**src/rtl/bg_pkg.sv**
```systemverilog
// Shared constants, FSM state type and row-base helper for the background
// frame-buffer write path.
package bg_pkg;
    localparam int         FB_WIDTH          = 320;
    localparam int         FB_HEIGHT         = 240;
    localparam int         ADDR_W            = 19;
    localparam logic [7:0] TRANSPARENT_INDEX = 8'h00;

    typedef enum logic [1:0] {
        IDLE   = 2'd0,
        RUN    = 2'd1,
        FINISH = 2'd2
    } bg_wr_state_t;

    // y*320 built as (y<<8) + (y<<6) so no general multiplier is inferred.
    function automatic logic [ADDR_W-1:0] fb_row_base(input logic [7:0] y);
        logic [ADDR_W-1:0] y_ext;
        y_ext = {{(ADDR_W-8){1'b0}}, y};
        return (y_ext << 8) + (y_ext << 6);
    endfunction
endpackage

```
**src/rtl/bg_rect_addr_gen.sv**
```systemverilog
// Column/row/row-base counters for a rectangle walk, with clip flag and
// last-pixel detection for the pixel currently offered.
module bg_rect_addr_gen
    import bg_pkg::*;
(
    input  logic              Clk,
    input  logic              Reset,
    input  logic              load,
    input  logic              advance,
    input  logic [8:0]        rect_x,
    input  logic [7:0]        rect_y,
    input  logic [8:0]        rect_w,
    input  logic [7:0]        rect_h,
    output logic              in_bounds,
    output logic              last_pix,
    output logic [ADDR_W-1:0] pix_addr
);
    logic [8:0]        rect_x_q, rect_x_d;
    logic [7:0]        rect_y_q, rect_y_d;
    logic [8:0]        rect_w_q, rect_w_d;
    logic [7:0]        rect_h_q, rect_h_d;
    logic [8:0]        col_q, col_d;
    logic [7:0]        row_q, row_d;
    logic [ADDR_W-1:0] row_base_q, row_base_d;
    logic [9:0]        px;
    logic [8:0]        py;
    logic              col_last, row_last;

    // NOTE: every comb output gets a default first, so no path can infer a latch.
    always_comb begin
        px         = {1'b0, rect_x_q} + {1'b0, col_q};
        py         = {1'b0, rect_y_q} + {1'b0, row_q};
        col_last   = (col_q == rect_w_q - 9'd1);
        row_last   = (row_q == rect_h_q - 8'd1);
        rect_x_d   = rect_x_q;
        rect_y_d   = rect_y_q;
        rect_w_d   = rect_w_q;
        rect_h_d   = rect_h_q;
        col_d      = col_q;
        row_d      = row_q;
        row_base_d = row_base_q;
        if (load) begin
            rect_x_d   = rect_x;
            rect_y_d   = rect_y;
            rect_w_d   = rect_w;
            rect_h_d   = rect_h;
            col_d      = '0;
            row_d      = '0;
            row_base_d = fb_row_base(rect_y);
        end else if (advance) begin
            if (col_last) begin
                col_d      = '0;
                row_d      = row_q + 8'd1;
                row_base_d = row_base_q + ADDR_W'(FB_WIDTH);
            end else begin
                col_d = col_q + 9'd1;
            end
        end
    end

    // NOTE: sequential state uses non-blocking assignments only.
    always_ff @(posedge Clk) begin
        if (Reset) begin
            rect_x_q   <= '0;
            rect_y_q   <= '0;
            rect_w_q   <= '0;
            rect_h_q   <= '0;
            col_q      <= '0;
            row_q      <= '0;
            row_base_q <= '0;
        end else begin
            rect_x_q   <= rect_x_d;
            rect_y_q   <= rect_y_d;
            rect_w_q   <= rect_w_d;
            rect_h_q   <= rect_h_d;
            col_q      <= col_d;
            row_q      <= row_d;
            row_base_q <= row_base_d;
        end
    end

    assign in_bounds = (px < 10'(FB_WIDTH)) && (py < 9'(FB_HEIGHT));
    assign last_pix  = col_last && row_last;
    assign pix_addr  = row_base_q + ADDR_W'(px);
endmodule

```
**src/rtl/bg_rect_writer.sv**
```systemverilog
// Streams palette indices into a rectangle of the 320x240 background RAM.
// Define BG_TRANSPARENT_EN to skip writes of TRANSPARENT_INDEX pixels.
module bg_rect_writer
    import bg_pkg::*;
(
    input  logic              Clk,
    input  logic              Reset,
    input  logic              start,
    input  logic [8:0]        rect_x,
    input  logic [7:0]        rect_y,
    input  logic [8:0]        rect_w,
    input  logic [7:0]        rect_h,
    input  logic [7:0]        pix_data,
    input  logic              pix_valid,
    output logic              pix_ready,
    output logic              wr_en,
    output logic [ADDR_W-1:0] wr_address,
    output logic [7:0]        wr_data,
    output logic              busy,
    output logic              done
);
    bg_wr_state_t      state_q, state_d;
    logic              load, accept, in_bounds, last_pix, write_ok;
    logic [ADDR_W-1:0] pix_addr;
    logic              wr_en_q, wr_en_d;
    logic [ADDR_W-1:0] wr_address_q, wr_address_d;
    logic [7:0]        wr_data_q, wr_data_d;

    assign load   = (state_q == IDLE) && start;
    assign accept = pix_valid && pix_ready;

    bg_rect_addr_gen u_addr_gen (
        .Clk       (Clk),
        .Reset     (Reset),
        .load      (load),
        .advance   (accept),
        .rect_x    (rect_x),
        .rect_y    (rect_y),
        .rect_w    (rect_w),
        .rect_h    (rect_h),
        .in_bounds (in_bounds),
        .last_pix  (last_pix),
        .pix_addr  (pix_addr)
    );

    always_ff @(posedge Clk) begin
        if (Reset) state_q <= IDLE;
        else       state_q <= state_d;
    end

    always_comb begin
        state_d = state_q;
        case (state_q)
            IDLE:    if (start) state_d = (rect_w == '0 || rect_h == '0) ? FINISH : RUN;
            RUN:     if (accept && last_pix) state_d = FINISH;
            FINISH:  state_d = IDLE;
            default: state_d = IDLE;
        endcase
    end

    always_comb begin
        pix_ready = (state_q == RUN);
        busy      = (state_q != IDLE);
        done      = (state_q == FINISH);
    end

`ifdef BG_TRANSPARENT_EN
    assign write_ok = in_bounds && (pix_data != TRANSPARENT_INDEX);
`else
    assign write_ok = in_bounds;
`endif

    // Address and data only move on a real write so the RAM bus stays quiet.
    always_comb begin
        wr_en_d      = accept && write_ok;
        wr_address_d = wr_address_q;
        wr_data_d    = wr_data_q;
        if (wr_en_d) begin
            wr_address_d = pix_addr;
            wr_data_d    = pix_data;
        end
    end

    always_ff @(posedge Clk) begin
        if (Reset) begin
            wr_en_q      <= 1'b0;
            wr_address_q <= '0;
            wr_data_q    <= '0;
        end else begin
            wr_en_q      <= wr_en_d;
            wr_address_q <= wr_address_d;
            wr_data_q    <= wr_data_d;
        end
    end

    assign wr_en      = wr_en_q;
    assign wr_address = wr_address_q;
    assign wr_data    = wr_data_q;
endmodule

```
**config.mk**
```make
export PLATFORM = sky130hd
export DESIGN_NAME = bg_rect_writer
export DESIGN_NICKNAME = d
export VERILOG_FILES = /design/src/rtl/bg_pkg.sv /design/src/rtl/bg_rect_addr_gen.sv /design/src/rtl/bg_rect_writer.sv
export SDC_FILE = /design/constraint.sdc
export NUM_CORES = 1
export LEC_CHECK = 0
export BUFFER_PORTS_ARGS = -buffer_cell sky130_fd_sc_hd__buf_2
export CAP_MARGIN = 25
export CORE_ASPECT_RATIO = 1.1
export CORE_MARGIN = 4
export CORE_UTILIZATION = 58
export DETAILED_ROUTE_END_ITERATION = 7
export GPL_TIMING_DRIVEN = 0
export PLACE_DENSITY = 0.85
export SKIP_LAST_GASP = 1
export SYNTH_ARGS = -nofsm -noshare
export SYNTH_HDL_FRONTEND = slang
export SYNTH_HIERARCHICAL = 1
export SYNTH_SLANG_ARGS = --single-unit
```
**constraint.sdc**
```tcl
create_clock -name Clk -period 3.8 [get_ports Clk]
set_input_delay 0 -clock Clk [delete_from_list [all_inputs] [get_ports Clk]]
set_output_delay 0 -clock Clk [all_outputs]
set_load 0.01 [all_outputs]
```
## Yosys cells after proc, flatten, opt, wreduce, memory -nomap -nowiden

Index checks and enable logic that the tools add are counted.

- Add/subtract/negate cells: 9
- $mul: 0
- Div/mod/pow operators: 0
- Magnitude comparators: 2
- Equal/unequal tests: 6
- Shift-type cells: 0
- Muxes and demuxes: 8
- Bitwise operators: 0
- Reduce and logical (&&, ||, !) cells: 17

Operators with widths:

| cell | number |
|---|---|
| two-way mux 19 bit | 3 |
| adder 19 x 10 -> 19 bit | 1 |
| adder 19 x 9 -> 19 bit, second input constant | 1 |
| adder 16 x 14 -> 17 bit | 1 |
| adder 9 x 9 -> 10 bit | 1 |
| less-than comparator 10 x 9 -> 1 bit, second input constant | 1 |
| adder 8 x 8 -> 9 bit | 1 |
| adder 9 x 1 -> 9 bit, second input constant | 1 |
| equality test 9 bit | 1 |
| zero test 9 bit | 1 |
| less-than comparator 9 x 8 -> 1 bit, second input constant | 1 |
| two-way mux 9 bit | 1 |
| subtractor 9 x 1 -> 9 bit, second input constant | 1 |
| adder 8 x 1 -> 8 bit, second input constant | 1 |
| equality test 8 bit | 1 |
| zero test 8 bit | 1 |
| subtractor 8 x 1 -> 8 bit, second input constant | 1 |
| logical AND 1 bit | 6 |
| two-way mux 2 bit | 3 |
| AND reduction 2 bit | 3 |
| nonzero test 2 bit | 3 |
| case mux 2 bit (2 select lines) | 1 |
| equality test 2 x 1 -> 1 bit, second input constant | 1 |
| equality test 2 bit, second input constant | 1 |
| 5 further kinds | 5 |

- Bits in registers: 100
- Bits in latches: 0
- RAM bits: 0
- ROM bits: 0
- Bits of input ports: 46
- Memories kept: 0

## Depth between registers and ports, before layout

- Depth in word-level cells: 6
- Mapped depth: 18
- Mapped depth without buffers: 17

## By module

Netlist, hierarchy kept.

Modules (own cells, without submodules):

| module | times used | cells an instance | area an instance (µm²) | sequential area each (µm²) |
|---|---|---|---|---|
| bg_rect_addr_gen | 1 | 552 | 4,580.6 | 1,281.2 |
| bg_rect_writer | 1 | 144 | 1,144.8 | 600.6 |

## Worst setup path after synthesis

OpenSTA, ideal clock, no wires.

- Kind: reg-to-reg
- From: register u_addr_gen.col_q[3]
- To: register wr_address_q[10] (netlist: wr_address[10])
- Arrival time: 3,210 ps
- Required time: 3,730 ps
- Slack: 519 ps
- Stages on the path, launching flop included: 18
- Buffers on the path: 2
- Cell sequence: dfxtp_1 ha_1 clkbuf_1 nand4_1 a21boi_0 o21a_1 nor2_1 xnor2_1 ha_1 o21a_1 o21ai_0 nand2b_1 clkbuf_1 o211ai_1 o21ai_0 a311oi_1 nand2_1 a21oi_1

RTL lines:

| what | line | text |
|---|---|---|
| from (decl) | bg_rect_addr_gen.sv:22 | `logic [8:0] col_q, col_d;` |
| from (signal assigned) | bg_rect_addr_gen.sv:76 | `col_q <= col_d;` |
| adder 9 x 9 -> 10 bit | bg_rect_addr_gen.sv:31 | `px = {1'b0, rect_x_q} + {1'b0, col_q};` |
| adder 19 x 10 -> 19 bit | bg_rect_addr_gen.sv:84 | `assign pix_addr = row_base_q + ADDR_W'(px);` |
| named net pix_addr[10] | bg_rect_writer.sv:24 | `logic [ADDR_W-1:0] pix_addr;` |
| to (signal assigned) | bg_rect_writer.sv:91 | `wr_address_q <= wr_address_d;` |
| to (decl) | bg_rect_writer.sv:26 | `logic [ADDR_W-1:0] wr_address_q, wr_address_d;` |

The timed path passes the listed nets, and every way through them passes these cells.
A chain may end at the register's enable or synchronous reset.

## Final worst setup path

- From: register u_addr_gen.col_q[0]
- To: register wr_data_q[6] (netlist: wr_data[6])

- Cells in the longest elaborated chain, start to end: 4

Ends and longest elaborated chain:

| what | line | text |
|---|---|---|
| adder 9 x 9 -> 10 bit | bg_rect_addr_gen.sv:31 |  |
| less-than comparator 10 x 9 -> 1 bit | bg_rect_addr_gen.sv:82 | `assign in_bounds = (px < 10'(FB_WIDTH)) && (py < 9'(FB_HEIGHT));` |
| logical AND 1 bit | bg_rect_addr_gen.sv:82 |  |
| named net in_bounds | bg_rect_writer.sv:23 | `logic load, accept, in_bounds, last_pix, write_ok;` |
| logical AND 1 bit | bg_rect_writer.sv:75 | `wr_en_d = accept && write_ok;` |
| to (signal assigned) | bg_rect_writer.sv:92 | `wr_data_q <= wr_data_d;` |
| to (decl) | bg_rect_writer.sv:27 | `logic [7:0] wr_data_q, wr_data_d;` |

The timed path passes the listed nets, and every way through them passes these cells.

==> flow_summary.json <==
{
  "met3_length_um": 1040,
  "wl_per_cell_um": 16.1,
  "dr.pass1.iters": 5,
  "drv_cap": 0,
  "overflow": 0,
  "synth_edf_count": 0,
  "met2_length_um": 7430,
  "synth_top_cells_by_area": "dfxtp_1, ha_1, mux2i_1",
  "row_count": 37,
  "routabilityCongestion": 0.913,
  "hold_viol_final": 0,
  "die_area_um2": 11500,
  "post-route-util": 0.728,
  "path_clk_slew_ns": 0.09,
  "post-route-period-util": 0.930,
  "wl_um": 15200,
  "final_cells": 947,
  "swShare": 0.305,
  "drt-vias-per-instance": 5.95,
  "grt_max_degree": 16,
  "p_per_area_nw_per_um2": 338,
  "clockPowerShare": 0.298,
  "required_ns": 4.04,
  "hold_class": "input pin to flip-flop",
  "startpoint_type": "flip-flop",
  "yosys_register_bits": 94,
  "finalClockSkew_ns": 0.0111,
  "cts_tree": "done",
  "start_util": 0.603,
  "die_y_um": 112,
  "crit_type": "flip-flop to flip-flop",
  "clockBufferDepth": 2,
  "drive_gt1_frac": 0.137,
  "setup_viol": 0,
  "place_inst": 889,
  "syn_inst": 696,
  "synth_top_area_frac": 0.329,
  "core_area_um2": 9490,
  "leakage_nw": 2.93,
  "fin_setup_tns_ns": 0,
  "yosys_warnings": 6,
  "ir_worst_vdd_uv": 196,
  "clockRootBuffer": "clkbuf_8",
  "grt_pass1_vias": 5458,
  "finalNetCount": 906,
  "antenna_found_initial": 0,
  "syn-num-nets": 777,
  "m1WireLength_um": 6230,
  "syn_to_final_growth_pct": 20.7,
  "numClockSinks": 94,
  "htree_levels": 3,
  "rsz0062_at_grt": "false",
  "synth_ff_type": "dfxtp_1",
  "tightest_slew_ns": 0.829,
  "die_w_um": 103,
  "grt_pass1_wl_um": 24800,
  "power_frac_seq": 0.470,
  "netlist_area_um2": 5730,
  "p_int_mw": 1.62,
  "dp_hpwl_um": 10900,
  "vias": 5631,
  "n_antenna_cell": 0,
  "p_switching_uw": 712,
  "cp.arrival_ns": 3.77,
  "gr-usage-all-layers": 0.264,
  "seq_area_frac_synth": 0.329,
  "outcome": "finished clean",
  "boundaryPins": 77,
  "synth_most_common_cell": "dfxtp_1",
  "highest-signal-layer": "met4",
  "yosys.area.top_type": "dfxtp_1",
  "report.power.total_mw": 2.33,
  "cp_max_fo": 10,
  "fmaxAchievable_mhz": 283,
  "yosys-top-cells-count": "dfxtp_1, nand2_1, nor2_1, a21oi_1, mux2i_1",
  "crit_path_end_kind": "flip-flop",
  "ant_nets": 0,
  "relSlewSlack": 0.447,
  "ys_async_sr_fraction": 0,
  "drc": 0,
  "synth_cell_types": 58,
  "worstSkewPairLatency_ns": 0.36,
  "drtIter0Drc": 376,
  "layout_min_cycle_time_ns": 3.53,
  "cts_buffers": 9,
  "whs_ns": 0.0285,
  "port_buffers": 76,
  "drv_slew": 0,
  "avgSynthCellArea_um2": 8.23,
  "p_comb_frac": 0.233
}
[power by group through the flow]
stage | combinational, mW | sequential [mW] | clock (mW)
after detailed placement | 0.493 | 1.12 | 0
after global routing | 0.599 | 1.10 | 0.743
final | 0.544 | 1.10 | 0.695
after global placement | 0.471 | 1.11 | 0
after floorplan | 0.360 | 1.11 | 0
after CTS | 0.533 | 1.09 | 0.702
[through the flow]
| step | setup slack, ns | cell area (um^2) |
|---|---|---|
| CTS | 0.00744 | 6890 |
| global placement | 0.168 | 6250 |
| finish | 0.267 | 6910 |
| floorplan | 0.519 | 5730 |
| detailed placement | 0.0646 | 6250 |
| global route | 0.0254 | 6910 |
[path summary, 6_finish.rpt]
kind                                         start                                     end  slack, ns  depth (start not counted)
hold reg to reg        wr_address[18]$_SDFFE_PP0P_             wr_address[18]$_SDFFE_PP0P_       0.46                          2
setup / recovery  u_addr_gen/col_q[0]$_SDFFE_PP0P_                 wr_data[6]$_SDFFE_PP0P_       0.27                         13
setup reg to reg  u_addr_gen/col_q[0]$_SDFFE_PP0P_                 wr_data[6]$_SDFFE_PP0P_       0.27                         13
hold / removal                               Reset  u_addr_gen/row_base_q[13]$_SDFFE_PP0P_       0.03                          2
[what timing repair did]
item	CTS	global route
hold buffers	43	0
hold endpoints to repair	45	0
setup endpoints to repair	0	20
buffers inserted	0	1
resized for setup	0	6
[worst max-delay path, cell delays in order, from the launching register on]
cell and delay (ns):
dfxtp_2 0.42, ha_1 0.22, inv_1 0.06, fa_1 0.39, nor2b_1 0.22, o2111ai_1 0.18, a31oi_1 0.25, nor2_1 0.10
xnor2_2 0.16, a211oi_1 0.42, nand4b_1 0.46, buf_2 0.34, nand2_1 0.10, a21oi_1 0.06
[layout by cell type, fill, tap and decap left out, drive strengths merged, types with 6 or more instances in the layout]
cell type    count
a211oi           7
a21oi           52
a31oi            6
buf             89
clkbuf          29
dfxtp           94
dlygate4sd3     43
ha              33
inv             28
mux2i           39
nand2           84
nand2b           6
nand3           20
nand3b           6
nand4           14
nor2            70
nor2b           10
nor4             6
o211ai          10
o21ai           24
o31ai            8
or3             12
or4             11
xnor2           32
xor2            24
[sequential cells by signal, summed over array words and instances (netlist names)]
signal and flops:
u_addr_gen/rect_h_q 8, u_addr_gen/rect_y_q 8, wr_en 1, state_q 2, u_addr_gen/row_base_q 13, u_addr_gen/col_q 9, wr_address 19, u_addr_gen/rect_x_q 9
u_addr_gen/rect_w_q 9, wr_data 8, u_addr_gen/row_q 8
[area by class of cell]
class / instances / area, um^2
multi-input cells: 542 / 3630
fillers: 700 / 2580
flip-flops and latches: 94 / 1880
repair buffers: 120 / 818
clock buffers: 11 / 151
well taps: 117 / 146
plain buffers: 30 / 123
inverters: 28 / 105
clock inverters: 5 / 57.6
[cell families (layout without fill, tap and decap cells)]
logic type	count (synthesis)	count (layout)	share of synthesized area
DFF	94	94	0.329
xor gates and xnor gates	56	56	0.0857
muxes	40	40	0.0701
adders and majority gates	35	35	0.0791
and+or+nand+nor	265	265	0.229
other	1	1	0.000655
AOI/OAI and AO/OA	145	145	0.165
buffers and inverters	60	194	0.0411
[layer usage]
metal	up-vias	GRT usage
met5	-	0
met4	0	0.103
met3	56	0.0447
met2	233	0.448
met1	2612	0.329
li1	2730	-
Power figures use the tool's default switching activity.
